==> src/rtl/toy_bpu_btq_pkg.sv <==
// Shared sizing for the BPU-to-fetch branch-target queue and its users.
// The queue stores payloads opaquely, so only widths and depths are defined here.
package toy_bpu_btq_pkg;

  localparam int BTQ_ENQ_W = 2;
  localparam int BTQ_DEPTH = 8;
  localparam int BPU_PLD_W = 64;

endpackage

==> src/rtl/toy_bpu_btq_compact.sv <==
// Combinational lane compactor: per-lane slot offset (count of valid lanes below it) and popcount.
// Zero latency; no flow control of its own.
module toy_bpu_btq_compact
  import toy_bpu_btq_pkg::*;
#(
  parameter int ENQ_W = BTQ_ENQ_W,
  parameter int CNT_W = $clog2(ENQ_W + 1)
) (
  input  logic [ENQ_W-1:0]            mask,
  output logic [ENQ_W-1:0][CNT_W-1:0] offset,
  output logic [CNT_W-1:0]            count
);

  always_comb begin
    logic [CNT_W-1:0] acc;
    acc = '0;
    for (int i = 0; i < ENQ_W; i++) begin
      offset[i] = acc;
      acc       = acc + CNT_W'(mask[i]);
    end
    count = acc;
  end

endmodule

==> src/rtl/toy_bpu_btq.sv <==
// Multi-lane branch-target queue: ring buffer feeding a registered valid/ready output, 1-cycle bypass.
// enq_rdy is registered and only asserted when a full-width enqueue fits; lanes arriving while low are dropped.
module toy_bpu_btq
  import toy_bpu_btq_pkg::*;
#(
  parameter  int ENQ_W = BTQ_ENQ_W,
  parameter  int DEPTH = BTQ_DEPTH,
  parameter  int PLD_W = BPU_PLD_W,
  localparam int OCC_W = $clog2(DEPTH + 1) + 1
) (
  input  logic                   clk,
  input  logic                   rst_n,
  input  logic [ENQ_W-1:0]       enq_vld,
  input  logic [ENQ_W*PLD_W-1:0] enq_pld,
  output logic                   enq_rdy,
  output logic                   deq_vld,
  output logic [PLD_W-1:0]       deq_pld,
  input  logic                   deq_rdy,
  input  logic                   flush,
  output logic [OCC_W-1:0]       occupancy,
  output logic                   ovf_err
);

  localparam int PTR_W = $clog2(DEPTH);
  localparam int AW    = PTR_W + 1;
  localparam int CNT_W = $clog2(ENQ_W + 1);

  logic [AW-1:0]    rd_ptr, wr_ptr, rd_ptr_nxt, wr_ptr_nxt;
  logic [AW-1:0]    ring_cnt, ring_cnt_nxt, free_nxt;
  logic [PLD_W-1:0] ring [DEPTH];

  logic [ENQ_W-1:0]            take;
  logic [ENQ_W-1:0][CNT_W-1:0] offset;
  logic [ENQ_W-1:0][PTR_W-1:0] slot;
  logic [ENQ_W-1:0]            wr_en;
  logic [CNT_W-1:0]            n_in, n_wr;

  logic             ring_empty, deq_fire, load_ok, load_ring, bypass, ovf_evt;
  logic             deq_vld_nxt, enq_rdy_nxt;
  logic [PLD_W-1:0] bypass_pld, deq_pld_nxt;
  logic [OCC_W-1:0] occ_nxt;

  // A flush discards the same-cycle lanes outright, so they never reach the ring.
  assign take = enq_vld & {ENQ_W{enq_rdy & ~flush}};

  toy_bpu_btq_compact #(
    .ENQ_W(ENQ_W),
    .CNT_W(CNT_W)
  ) u_compact (
    .mask  (take),
    .offset(offset),
    .count (n_in)
  );

  assign ring_cnt   = wr_ptr - rd_ptr;
  assign ring_empty = (rd_ptr == wr_ptr);
  assign deq_fire   = deq_vld & deq_rdy;
  assign load_ok    = ~deq_vld | deq_fire;
  assign load_ring  = load_ok & ~ring_empty;
  assign bypass     = load_ok & ring_empty & (n_in != '0);
  assign n_wr       = n_in - CNT_W'(bypass);
  assign ovf_evt    = (|enq_vld) & ~enq_rdy & ~flush;

  // Lowest valid lane is the oldest, so iterate downwards and let it win.
  always_comb begin
    bypass_pld = '0;
    for (int i = ENQ_W - 1; i >= 0; i--) begin
      if (take[i]) bypass_pld = enq_pld[i*PLD_W +: PLD_W];
    end
  end

  always_comb begin
    for (int i = 0; i < ENQ_W; i++) begin
      wr_en[i] = take[i] & ~(bypass & (offset[i] == '0));
      slot[i]  = wr_ptr[PTR_W-1:0] + PTR_W'(offset[i]) - PTR_W'(bypass);
    end
  end

  always_comb begin
    rd_ptr_nxt   = rd_ptr + AW'(load_ring);
    wr_ptr_nxt   = wr_ptr + AW'(n_wr);
    ring_cnt_nxt = wr_ptr_nxt - rd_ptr_nxt;
    free_nxt     = AW'(DEPTH) - ring_cnt_nxt;
    enq_rdy_nxt  = (free_nxt >= AW'(ENQ_W));
    deq_vld_nxt  = load_ring | bypass | (deq_vld & ~deq_fire);
    deq_pld_nxt  = deq_pld;
    if (load_ring) begin
      deq_pld_nxt = ring[rd_ptr[PTR_W-1:0]];
    end else if (bypass) begin
      deq_pld_nxt = bypass_pld;
    end
    occ_nxt = OCC_W'(ring_cnt_nxt) + OCC_W'(deq_vld_nxt);
  end

  always_ff @(posedge clk) begin
    for (int i = 0; i < ENQ_W; i++) begin
      if (wr_en[i]) ring[slot[i]] <= enq_pld[i*PLD_W +: PLD_W];
    end
  end

  always_ff @(posedge clk or negedge rst_n) begin
    if (!rst_n) begin
      rd_ptr    <= '0;
      wr_ptr    <= '0;
      deq_vld   <= 1'b0;
      deq_pld   <= '0;
      enq_rdy   <= 1'b1;
      occupancy <= '0;
      ovf_err   <= 1'b0;
    end else begin
      if (ovf_evt) ovf_err <= 1'b1;
      if (flush) begin
        // deq_pld deliberately keeps its stale value.
        rd_ptr    <= '0;
        wr_ptr    <= '0;
        deq_vld   <= 1'b0;
        enq_rdy   <= 1'b1;
        occupancy <= '0;
      end else begin
        rd_ptr    <= rd_ptr_nxt;
        wr_ptr    <= wr_ptr_nxt;
        deq_vld   <= deq_vld_nxt;
        deq_pld   <= deq_pld_nxt;
        enq_rdy   <= enq_rdy_nxt;
        occupancy <= occ_nxt;
      end
    end
  end

  a_pld_stable: assert property (@(posedge clk) disable iff (!rst_n)
    deq_vld && !deq_rdy |=> $stable(deq_pld));

  a_occ_max: assert property (@(posedge clk) disable iff (!rst_n)
    occupancy <= OCC_W'(DEPTH + 1));

  a_no_overwrite: assert property (@(posedge clk) disable iff (!rst_n)
    ({1'b0, ring_cnt} + (AW + 1)'(n_wr)) <= (AW + 1)'(DEPTH));

endmodule

==> config.mk <==
export PLATFORM = sky130hd
export DESIGN_NAME = toy_bpu_btq
export DESIGN_NICKNAME = d
export VERILOG_FILES = /design/src/rtl/toy_bpu_btq_pkg.sv /design/src/rtl/toy_bpu_btq_compact.sv /design/src/rtl/toy_bpu_btq.sv
export SDC_FILE = /design/constraint.sdc
export NUM_CORES = 1
export LEC_CHECK = 0
export CAP_MARGIN = 20
export CORE_MARGIN = 2
export CORE_UTILIZATION = 35
export CTS_CLUSTER_SIZE = 25
export DETAILED_ROUTE_END_ITERATION = 8
export SYNTH_ARGS = -nofsm -noshare
export SYNTH_HDL_FRONTEND = slang
export SYNTH_SLANG_ARGS = --single-unit
==> constraint.sdc <==
create_clock -name clk -period 7.65 [get_ports clk]
set_clock_uncertainty 0.2 [all_clocks]
set_input_delay 1.9125 -clock clk [delete_from_list [all_inputs] [get_ports clk]]
set_output_delay 1.9125 -clock clk [all_outputs]
set_load 0.005 [all_outputs]
==> results of run 1 <==
==> synthesized netlist by cell type, types with 2 or more instances <==
cell type  number  area (µm²)
mux2_4         98        1471
xnor2_1        11       96.34
xor2_1          9       78.83
and2b_1         2       15.01
mux2_2        395        4448
nand3_1         6       30.03
nor3_2          2       20.02
nor2b_1        70       437.9
xnor3_1         3       67.56
nor2_1         16       60.06
o21bai_1        2       15.01
nand2_1        70       262.8
mux2_1         19       214.0
nand4_1         2       12.51
a21oi_1         3       15.01
inv_1          14       52.55
dfrtp_1        79        1977
buf_4          17       127.6
a211oi_1       64       480.5
or3_1           3       18.77
o31ai_1        65       488.0
clkbuf_1       48       180.2
fa_1            3       60.06
mux4_2        128        2883
edfxtp_1      512       15370
buf_1           5       18.77
o21ai_0         6       30.03
ha_1           17       212.7
buf_6          14       157.7
a221oi_1       64       560.5
buf_2          60       300.3
==> routing by layer <==
metal | share of wire [%] | up-vias | wire length (µm) | GRT usage [%]
li1 | - | 7755 | - | -
met1 | 41 | 9380 | 34830 | 24.01
met4 | 1.8 | 2 | 1527 | 5.073
met2 | 52 | 497 | 44230 | 34.10
met3 | 4.9 | 105 | 4154 | 2.764
met5 | 0.015 | - | 13 | 0
==> flip-flops by register name, indices dropped and copies added (netlist names) <==
register and count:
deq_pld 64, deq_vld 1, enq_rdy 1, occupancy 5, ovf_err 1, rd_ptr 4
ring 512, wr_ptr 4
==> worst max-delay path, delay by kind of cell <==
kind	cells	cell delay, ns
buf+inv	5	2.03
fa+ha+maj	3	0.89
simple gates	3	0.74
mux	1	0.40
xor+xnor	2	0.34
==> stage by stage <==
step / cells / total power (W) / instance area, µm² / hold WS [ns] / util (%)
5_1_grt: 3202 / 0.01357 / 35850 / 0.2952 / 41.90
3_5_place_dp: 3074 / 0.009897 / 33740 / 0.2653 / 39.44
2_1_floorplan: 1821 / 0.008092 / 30330 / 0.2596 / -
3_3_place_gp: 3074 / 0.009778 / 33740 / 0.2515 / 39.44
4_1_cts: 3200 / 0.01304 / 35840 / 0.2789 / 41.90
6_report: 3204 / 0.01288 / 35850 / 0.2748 / 41.91
==> cell families (layout without fill, tap and decap cells) <==
family	count (synthesis)	in the layout	synth area share [%]
xor+xnor	24	24	0.8916
simple gates	179	179	3.022
mux	640	640	29.75
fa+ha+maj	20	20	0.8999
compound gates	207	207	5.333
buf+inv	159	394	2.774
flops	592	592	57.33
other cells	0	4	0
==> cell type report <==
type	instances	share of cell area [%]
Sequential cell	592	48.50
Multi-Input combinational cell	1070	34.17
Timing Repair Buffer	253	7.280
Clock buffer	95	5.169
Tap cell	1144	3.992
Clock inverter	31	0.6980
Inverter	15	0.1605
Antenna cell	4	0.02792
==> cells in the final DEF (no fill, tap or decap), types with 16 or more instances in the layout <==
cell and count:
clkbuf_16 68, buf_12 16, edfxtp_1 512, a211oi_1 64, buf_4 33, clkbuf_1 22, dfrtp_1 76, mux2_1 19
o31ai_1 65, a221oi_1 64, mux2_4 98, nand2_1 70, ha_1 17, mux2_2 395, clkdlybuf4s50_1 204, nor2b_1 70
mux4_2 128
==> how the worst max path moves through the flow <==
stage                     startpoint     endpoint  slack, ns
after global routing           flush  ring[6][38]       1.22
after global placement         flush   ring[2][1]       0.81
after floorplan                flush   ring[4][0]       0.19
after detailed placement       flush   ring[2][0]       0.78
final                          flush   ring[2][2]       1.37
after CTS                      flush  ring[6][39]       1.42
==> power by group through the flow <==
stage	clock network (W)	registers, W	logic, W
2_1_floorplan	0	0.00476	0.00334
3_3_place_gp	0	0.00485	0.00493
3_5_place_dp	0	0.00489	0.00501
4_1_cts	0.00318	0.00483	0.00503
5_1_grt	0.00330	0.00488	0.00539
6_report	0.00311	0.00481	0.00496
==> results.yml, run 1 <==
timing:
  fin_crit_ns: 6.277
  drv_slew: 0
  period_share_pct: 82.06
  fin_tns_setup_ns: 0
  setup_ws_ns: 1.373
  fmax_mhz: 159.3
  finalHoldViolations: 0
  tightest_slew_ns: 1.123
  grt_setup_unrepaired: "false"
  relSlewSlack_pct: 25.11
  setup_viol: 0
routing:
  dr.pass1.iters: 5
  post_drt_via_cell_ratio: 5.537
  postRouteWirelength_um: 84760
  drc_errors: 0
  drtAntennaViolNets: 0
  drt-initial-drc-count: 1350
  dr_total_vias: 17739
  detail_route.wl_per_cell_um: 26.45
clock_network:
  clk_latency_ns: 0.63
  clkSinkCount: 592
  ctsResizeCount: 0
  numCtsBuffers: 68
  clk_pin_slew_ns: 0.06
  h-tree-depth: 3
  cts_hold_buf: 0
  cts_tree: "done"
  clockRootBuffer: "clkbuf_16"
  cts.path.max_buffers: 3
  postCtsSetupRepairBufs: 0
pwr:
  ir_worst_vdd_v: 0.0002862
  p_clk_share_pct: 24.1
  swShare_pct: 33.64
  switchingPower_w: 0.004333
  p_leak_nw: 12.23
  power_density_mw_per_mm2: 359.3
  p_comb_share_pct: 38.5
  pwr-share-seq_pct: 37.3
  intPower_w: 0.008547
layout:
  multi_input_area_mm2: 0.01225
  syn_to_final_growth_pct: 18.28
  final_nets: 2154
  seqCellArea_mm2: 0.01739
  drive_above_1_share_pct: 38.57
  num-fill-cells: 7638
critical_path:
  path_cells: "clkdlybuf4s50_1 -> nor2b_4 -> and2_4 -> buf_4 -> ha_1 -> inv_1 -> ha_1 -> fa_1 -> xnor2_4 -> xnor2_1 -> buf_4 -> or3_4 -> buf_4 -> mux2_2"
  end_kind: "flop"
  required_ns: 7.80
  r2r-end: "ring[2][2]"
  crit_fanout: 58
  rr_startpoint: "rd_ptr[1]"
  cp_common_cell: "buf_4"
  r2r_cells: 14
  critPathKind: "in2reg"
  r2r_setup_slack_ns: 2.12
  cp_data_arrival_time_ns: 6.43
  critPathMaxStageDelay_ns: 0.78
  worstSetupStartpointType: "input pin"
  cpMaxStageDelayCell: "buf_4"
logic_synthesis:
  synthFlopType: "edfxtp_1"
  ys_seq_area_share_pct: 57.33
  synth_edf_count: 512
  netlist_area_mm2: 0.03031
  synthCells: 1821
  synth_cell_types: 45
  ys_ff_latch: 592
  async_flop_share_pct: 13.51
  synth_nets: 1975
  syn_avg_cell_area_um2: 16.64
  yosysWarnings: 0
worst_hold_path:
  hold_class: "reg2reg"
  holdPathEnd: "deq_pld[50]"
  min_from: "deq_pld[50]"
  worstHoldPathCells: 2
die:
  fp.dieH_um: 298.3
  initial_core_util_pct: 35.43
  rows: 107
  num_io_pins: 206
  die_w_um: 298.3
  dieArea_mm2: 0.08897
  core_mm2: 0.08555
place:
  preCtsSetupSlack_ns: 0.7761
  io_buffers: 205
  place_congestion: 0.7368
  dp_hpwl_um: 49430
status:
  status: "finished, final reports clean"
global_route:
  grt_pass1_wl_um: 127200
  grt_max_degree: 84
  grt_pass1_vias: 19172
  globalRouteTotalUtil_pct: 19.06
  antenna_found_initial: 5
  grt.overflow.total: 0
job:
  cap_violations: 0
(Power assumes the default switching activity.)
==> inputs of run 2 (changes only) <==
==> constraint.sdc (replaced) <==
create_clock -name clk -period 5.37 [get_ports clk]
set_clock_uncertainty 0.2 [all_clocks]
set_input_delay 1.3425 -clock clk [delete_from_list [all_inputs] [get_ports clk]]
set_output_delay 1.3425 -clock clk [all_outputs]
set_load 0.005 [all_outputs]
==> run 2 against run 1 <==
  * Count of clock-buffer cells in the layout rose by 10
  * Combinational power rose by 53%
  * Highest routed layer is now met4
  * Sequential cell count did not move
  * Clock power rose by 56%
  * Critical path type unchanged
  * Cell count rose by 1.3%
  * Wire length rose by 0.63%
==> results.yml, run 2 (synthesized netlist as in run 1, its figures left out) <==
clock_network:
  numCtsBuffers: 69
  clockRootBuffer: "clkbuf_16"
  clkSinkCount: 592
  clk_latency_ns: 0.60
  clk_pin_slew_ns: 0.06
  h-tree-depth: 3
  cts.path.max_buffers: 3
  cts_tree: "done"
  cts_hold_buf: 0
  postCtsSetupRepairBufs: 0
  ctsResizeCount: 0
routing:
  drc_errors: 0
  dr.pass1.iters: 5
  drt-initial-drc-count: 1342
  dr_total_vias: 18076
  post_drt_via_cell_ratio: 5.569
  detail_route.wl_per_cell_um: 26.28
  drtAntennaViolNets: 0
  postRouteWirelength_um: 85290
layout:
  drive_above_1_share_pct: 40.20
  num-fill-cells: 7541
  insertedDiodeCount: 0
  layoutNonFillerInstCount: 3246
  layout_common_cells: "edfxtp_1, mux2_2, clkdlybuf4s50_1"
  stdcell_area_mm2: 0.03688
  syn_to_final_growth_pct: 21.69
  final_nets: 2200
  layout_commonest_cell: "edfxtp_1"
  largest_reg_flops: 512
global_route:
  grtUsageMet2_pct: 34.15
  grt_pass1_wl_um: 129500
  grt_use_met3_pct: 2.436
  grt_pass1_vias: 19593
  antenna_found_initial: 2
  top_usage_layer: "met2"
  grt.overflow.total: 0
  grt_max_degree: 131
  grt_util_met1_pct: 25.05
  globalRouteTotalUtil_pct: 19.23
critical_path:
  worstSetupStartpointType: "input pin"
  critPathKind: "in2reg"
  required_ns: 5.51
  cp_common_cell: "ha_1"
  critPathMaxStageDelay_ns: 0.48
  worst-path-stages: 15
  cp_data_arrival_time_ns: 5.00
  r2r_cells: 13
  crit_fanout: 17
  path_cells: "clkdlybuf4s50_1 -> nor2b_4 -> and2_4 -> inv_1 -> ha_1 -> nand2b_1 -> ha_1 -> inv_1 -> ha_1 -> fa_2 -> or3_1 -> nor3_4 -> buf_12 -> buf_12 -> mux2_2"
  end_kind: "flop"
  cpMaxStageDelayCell: "or3_1"
  path_delay_family: "simple AND/OR/NAND/NOR gates"
  worst-path-buf-inv: 5
place:
  preCtsSetupSlack_ns: -0.1090
  io_buffers: 205
  place_congestion: 0.7376
  dp_cells: 3117
  placed_cell_area_mm2: 0.03448
  dp_hpwl_um: 51350
job:
  cap_violations: 0
die:
  initial_core_util_pct: 35.43
  core_mm2: 0.08555
  rows: 107
  die_w_um: 298.3
  num_io_pins: 206
  dieArea_mm2: 0.08897
  fp.dieH_um: 298.3
pwr:
  ir_worst_vdd_v: 0.0007537
  p_clk_share_pct: 25.4
  switchingPower_w: 0.006260
  pwr-share-seq_pct: 35.1
  p_leak_nw: 12.73
  p_comb_share_pct: 39.6
  intPower_w: 0.01291
  swShare_pct: 32.66
  power_density_mw_per_mm2: 519.7
timing:
  fin_crit_ns: 4.855
  setup_viol: 0
  hold_ws_ns: 0.2757
  relSlewSlack_pct: 23.92
  drv_slew: 0
  setup_ws_ns: 0.5148
  tightest_slew_ns: 1.141
  period_share_pct: 90.41
  fmax_mhz: 206.0
  finalHoldViolations: 0
  fin_tns_setup_ns: 0
  grt_setup_unrepaired: "false"
worst_hold_path:
  hold_class: "reg2reg"
  worstHoldPathCells: 2
status:
  status: "finished, final reports clean"
[run 2: changes by cell type in the layout (fill, tap and decap cells not counted), sizes merged]
cell      delta
inv          -2
clkbuf      +10
diode        -4
bufinv       +5
buf         +45
clkinvlp     -1
clkinv      -11
[run 2: worst paths after layout]
path,slack [ns],endpoint,from
max in group asynchronous,3.51,deq_pld[51],rst_n
setup / recovery,0.51,ring[4][30],flush
min in group asynchronous,0.42,deq_pld[12],rst_n
setup reg to reg,0.79,ring[4][30],wr_ptr[2]
hold / removal,0.28,deq_pld[46],deq_pld[46]
hold reg to reg,0.28,deq_pld[46],deq_pld[46]
[run 2: final cells by class]
class | count | area (µm²) | share of cell area [%]
Multi-Input combinational cell | 1070 | 12250 | 33.22
Clock inverter | 22 | 286.5 | 0.7768
Tap cell | 1144 | 1431 | 3.881
Sequential cell | 592 | 17390 | 47.15
Timing Repair Buffer | 298 | 3401 | 9.220
Inverter | 15 | 57.56 | 0.1560
Clock buffer | 105 | 2066 | 5.601
[run 2: stage by stage]
stage	utilization (%)	total power, W
after floorplan	-	0.01153
after global placement	40.30	0.01430
after detailed placement	40.30	0.01446
after CTS	43.05	0.01936
after global routing	43.11	0.02016
final	43.11	0.01917
[run 2: tightest hold or removal path: cells and delay by family, from the launching register on]
kind	cells	cell delay (ns)
flip-flops	1	0.34
AND/OR/NAND/NOR	1	0.05
AO/OA/AOI/OAI	1	0.05
[run 2: metal layers]
layer	routed length, µm	vias to the layer above
li1	-	7835
met1	35560	9623
met2	44390	523
met3	4141	95
met4	1191	0
met5	0	-
[run 2: power groups by stage]
stage / sequential (W) / combinational (W) / clock [W]
finish: 0.00672 / 0.00759 / 0.00486
global route: 0.00682 / 0.00820 / 0.00514
CTS: 0.00674 / 0.00767 / 0.00496
detailed placement: 0.00682 / 0.00764 / 0
global placement: 0.00676 / 0.00754 / 0
floorplan: 0.00673 / 0.00480 / 0
==> variant 1 (settings of run 1) <==
Reset style: synchronous (`rst_n`), changed in one clocked block.
--- a/src/rtl/toy_bpu_btq.sv
+++ b/src/rtl/toy_bpu_btq.sv
@@ -99,5 +99,5 @@
   end
 
-  always_ff @(posedge clk or negedge rst_n) begin
+  always_ff @(posedge clk) begin
     if (!rst_n) begin
       rd_ptr    <= '0;
Function: differs if rst_n is asserted again (counterexample within 4 cycles, from zero or initial values and one cycle with rst_n low); with rst_n held inactive, the same outputs for 4 cycles.
==> variant 1 against run 1 <==
- wire length fell by 4.4%
- worst setup slack improved by 31 ps
- non-clock buffer count decreased by 6
- final area shrank 2.4%
- final cell count down 4.0%
- clock power up 5%
- count of clock-buffer cells in the layout increased by 5
- sequential cell count stayed put
- area after synthesis is 2.9% lower
- global-route usage is 0.23 points lower
- total power shrank 17%
- first-iteration DRC count decreased by 9.0%
==> variant 1: results (changes against run 1) <==
Power and ir drop
  • Leakage: 11.24 nW (-8.1%)
  • VDD IR max: 0.1629 mV (-43%)

Placement
  • HPWL after DPL: 45830 um (-7.3%)
  • Post-Place Cells: 2944 (-4.2%)
  • DP Worst Slack: 791.1 ps (+14.95 ps)
  • I/O Buffers: 205 (unchanged)
  • RePlAce Congestion: 0.7305 (-0.86%)

Synth
  • Adder-cell share of the synthesized area: 1.012% (+0.11 points)
  • Seq/Total Area, Yosys: 57.70% (+0.37 points)
  • Top post-synthesis cells by area: edfxtp_1 (52%), mux2_2 (18%), mux4_2 (9.8%), dfxtp_1 (5.4%), mux2i_1 (2.1%)
  • Syn nets: 1907 (-3.4%)
  • Post-synth top cells: edfxtp_1 (512), mux2_2 (483), mux4_2 (128)
  • Mux cell area share after synthesis: 31.58% (+1.8 points)
  • Post-synth EDFFs: 512 (unchanged)
  • Async S/R FF share, synth: 0% (-14 points)
  • Post-synth cell types: 45 (unchanged)
  • XOR/XNOR Fraction of Synth Area: 0.6677% (-0.22 points)
  • Synth Area in Compound Gates: 5.248% (-0.085 points)
  • Yosys warning count: 0 (unchanged)
  • Syn Inst Count: 1751 (-3.8%)

Cells and area
  • Layout cells sized above 1: 39.02% (+0.45 points)
  • Fillers: 7449 (-2.5%)
  • Max reg flops: 512 (unchanged)
  • Fin cells: 3075 (-4.0%)
  • Total Nets Final: 2094 (-2.8%)

CTS
  • Clk root buf: clkbuf_16
  • Hold buffer count at CTS: 0 (unchanged)
  • Worst-Skew Late Latency: 610 ps (-20 ps)
  • # resized after CTS: 0 (unchanged)
  • Reg clk slew, reported paths: 60 ps (about the same)
  • CTS Buf Count: 71 (+4.4%)
  • H-tree lvl count: 3 (unchanged)
  • Postcts setup bufs: 0 (unchanged)
  • Clk buf depth: 3 (unchanged)

Route
  • DR iter-0 viols: 1228 (-9.0%)
  • Drt total wl: 81000 um (-4.4%)
  • Drt via density: 5.580 (+0.78%)
  • Drt first pass iters: 5 (unchanged)

Global routing
  • Initial antenna violation count: 7 (+2)
  • Tot GR Track Use: 18.83% (-0.23 points)
  • Vias in the first global route: 18290 (-4.6%)
  • First-pass GRT wire length: 121600 um (-4.4%)
  • Largest net degree at the start of global routing: 100 (+19%)

Critical path
  • CP max FO: 42 (-28%)

Min path
  • HP Class: flop to flop

STA
  • Slew of the pin with the lowest slew margin: 1093 ps (-30.77 ps)
  • Slew Viols, Final: 0 (unchanged)

Run status
  • Run status: complete, no violations
[variant 1: cell count changes after synthesis, moves of 63 or more]
cell      delta
dfxtp_1     +80
dfrtp_1     -79
mux2_2      +88
a22o_1      +65
mux2_4      -98
nor2b_1     -64
a211oi_1    -63
[variant 1: cell type report]
type / count / share of cell area, %
Timing Repair Buffer: 247 / 7.196
Tap cell: 1080 / 3.863
Sequential cell: 592 / 48.56
Clock inverter: 29 / 0.6402
Multi-Input combinational cell: 1009 / 33.78
Inverter: 17 / 0.1860
Antenna cell: 1 / 0.007153
Clock buffer: 100 / 5.772
[variant 1: critical path, cell delays in order]
cell	delay, ps
clkdlybuf4s50_1	500
nor2b_4	190
nand2_2	130
ha_1	310
nand2b_1	210
ha_1	290
inv_1	40
ha_1	190
fa_1	440
xnor2_2	220
xor2_1	210
nand3_4	150
buf_4	400
buf_4	750
mux2_2	410
[variant 1: cells by family (layout without fill, tap and decap cells)]
kind of cell	Yosys count	after routing
flip-flops	592	592
buffers and inverters	150	393
AND/OR/NAND/NOR	56	56
XOR/XNOR	20	20
AO/OA/AOI/OAI	207	207
adder cells (fa/ha/maj)	22	22
multiplexers	704	704
other	0	1
[variant 1: final timing paths]
check	startpoint	to	slack, ps	depth (start not counted)
setup / recovery	flush	ring[5][32]	1400	15
setup reg to reg	rd_ptr[2]	ring[5][32]	2250	14
hold / removal	deq_pld[0]	deq_pld[0]	270	1
hold reg to reg	deq_pld[0]	deq_pld[0]	270	1
[variant 1: metal layers]
metal | global-route usage, % | part of all wire, %
met1 | 24.98 | 43
met2 | 31.99 | 50
met3 | 3.202 | 5.3
met4 | 4.754 | 1.9
met5 | 0 | 0.099
[variant 1: through the flow]
step / utilization [%] / setup TNS, ps / area [um2]
floorplan: - / -363290 / 29420
global placement: 39.22 / 0 / 32720
detailed placement: 39.22 / 0 / 32720
CTS: 41.91 / 0 / 34960
global route: 41.94 / 0 / 34980
finish: 41.94 / 0 / 34980
[variant 1: where the power goes]
part           internal [mW]  leakage [nW]  switching [mW]
Clock                   1.94          1.10            1.33
Sequential              4.18          5.29           0.151
Combinational           1.37          4.84            1.66
Total                   7.48          11.2            3.14
==> variant 2 (flow settings as in run 1) <==
Without the edit above. The package constant `BPU_PLD_W` goes from 64 to 128.
--- a/src/rtl/toy_bpu_btq_pkg.sv
+++ b/src/rtl/toy_bpu_btq_pkg.sv
@@ -5,5 +5,5 @@
   localparam int BTQ_ENQ_W = 2;
   localparam int BTQ_DEPTH = 8;
-  localparam int BPU_PLD_W = 64;
+  localparam int BPU_PLD_W = 128;
 
 endpackage
Interface: changed (resized deq_pld and enq_pld); port bits go from 206 to 398. The function was not compared with the original's and may differ.
==> variant 2 against run 1 <==
- final area rose by 98%
- count of clock-buffer cells in the layout rose by 99
- total power up 96%
- maximum frequency decreased by 1.1%
- sequential cell count increased by 576
- worst setup slack worse by 69 ps
- area after synthesis is 98% higher
- via count increased by 99%
- global-route usage is 0.66 points higher
- wire length up 110%
- critical path type unchanged
- critical endpoint is now ring[5][70]
==> variant 2: results (changes against run 1) <==
Run status
  • Run status: complete, no violations

Placement
  • I/O Buffers: 397 (+94%)
  • HPWL after DPL: 94880 um (+92%)
  • Placed Area: 0.06672 mm2 (+98%)
  • RePlAce Congestion: 0.7572 (+2.8%)

Route
  • Routed wl met2: 87180 um (+97%)
  • Drt first pass iters: 7 (+2)
  • Wire length on met3: 8519 um (+110%)
  • Met1 WL: 74960 um (+120%)
  • WL/cell: 27.04 um (+2.2%)

Power and ir drop
  • VDD IR max: 0.5090 mV (+78%)

Synth
  • Post-synth top cells: edfxtp_1 (1024), mux2_2 (934), nand2_1 (265)
  • Post-synth EDFFs: 1024 (+100%)
  • Mux cell area share after synthesis: 32.54% (+2.8 points)
  • Seq/Total Area, Yosys: 57.17% (-0.16 points)
  • Top post-synthesis cells by area: edfxtp_1 (51%), mux2_2 (18%), mux4_2 (9.6%), dfrtp_1 (6.0%), mux2_4 (5.4%)
  • Async S/R FF share, synth: 12.33% (-1.2 points)
  • Adder-cell share of the synthesized area: 0.4539% (-0.45 points)
  • XOR/XNOR Fraction of Synth Area: 0.4373% (-0.45 points)
  • Syn nets: 4039 (+100%)

Global routing
  • Largest net degree at the start of global routing: 129 (+54%)
  • Initial antenna violation count: 27 (+22)
  • Grt met1 use: 26.09% (+2.1 points)
  • Tot GR Track Use: 19.72% (+0.66 points)
  • Vias in the first global route: 36980 (+93%)
  • Met3 global-route usage: 3.202% (+0.44 points)

STA
  • Slew margin rel.: 26.63% (+1.5 points)

CTS
  • Worst-Skew Late Latency: 780 ps (+150 ps)

Critical path
  • CP arrival: 6650 ps (+220 ps)
  • CP max FO: 95 (+64%)

Min path
  • Min-Delay Endpoint: ovf_err
==> variant 2: stage by stage <==
stage	utilization [%]	power, mW	setup WS, ps	instances
6_report	41.54	25.19	1304	6445
5_1_grt	41.53	26.43	1161	6444
4_1_cts	41.52	25.53	1388	6436
3_5_place_dp	38.98	19.06	550.1	6183
3_3_place_gp	38.95	18.92	535.2	6181
2_1_floorplan	-	15.50	-2442	3757
==> variant 2: final cells by class <==
class / count / area (um2)
diodes: 9 / 22.52
clock buffers: 194 / 3752
clock inverters: 59 / 603.1
fillers: 15490 / 100100
inverters: 14 / 52.55
multi-input cells: 2288 / 24330
flip-flops and latches: 1168 / 34370
well taps: 2233 / 2794
repair buffers: 480 / 5174
==> variant 2: report_power, final <==
group | leakage [nW] | internal, mW | switching [mW] | total (mW)
logic | 11.3 | 4.42 | 4.96 | 9.38
clock network | 2.10 | 3.60 | 2.78 | 6.39
registers | 11.0 | 8.88 | 0.544 | 9.43
total | 24.4 | 16.9 | 8.29 | 25.2
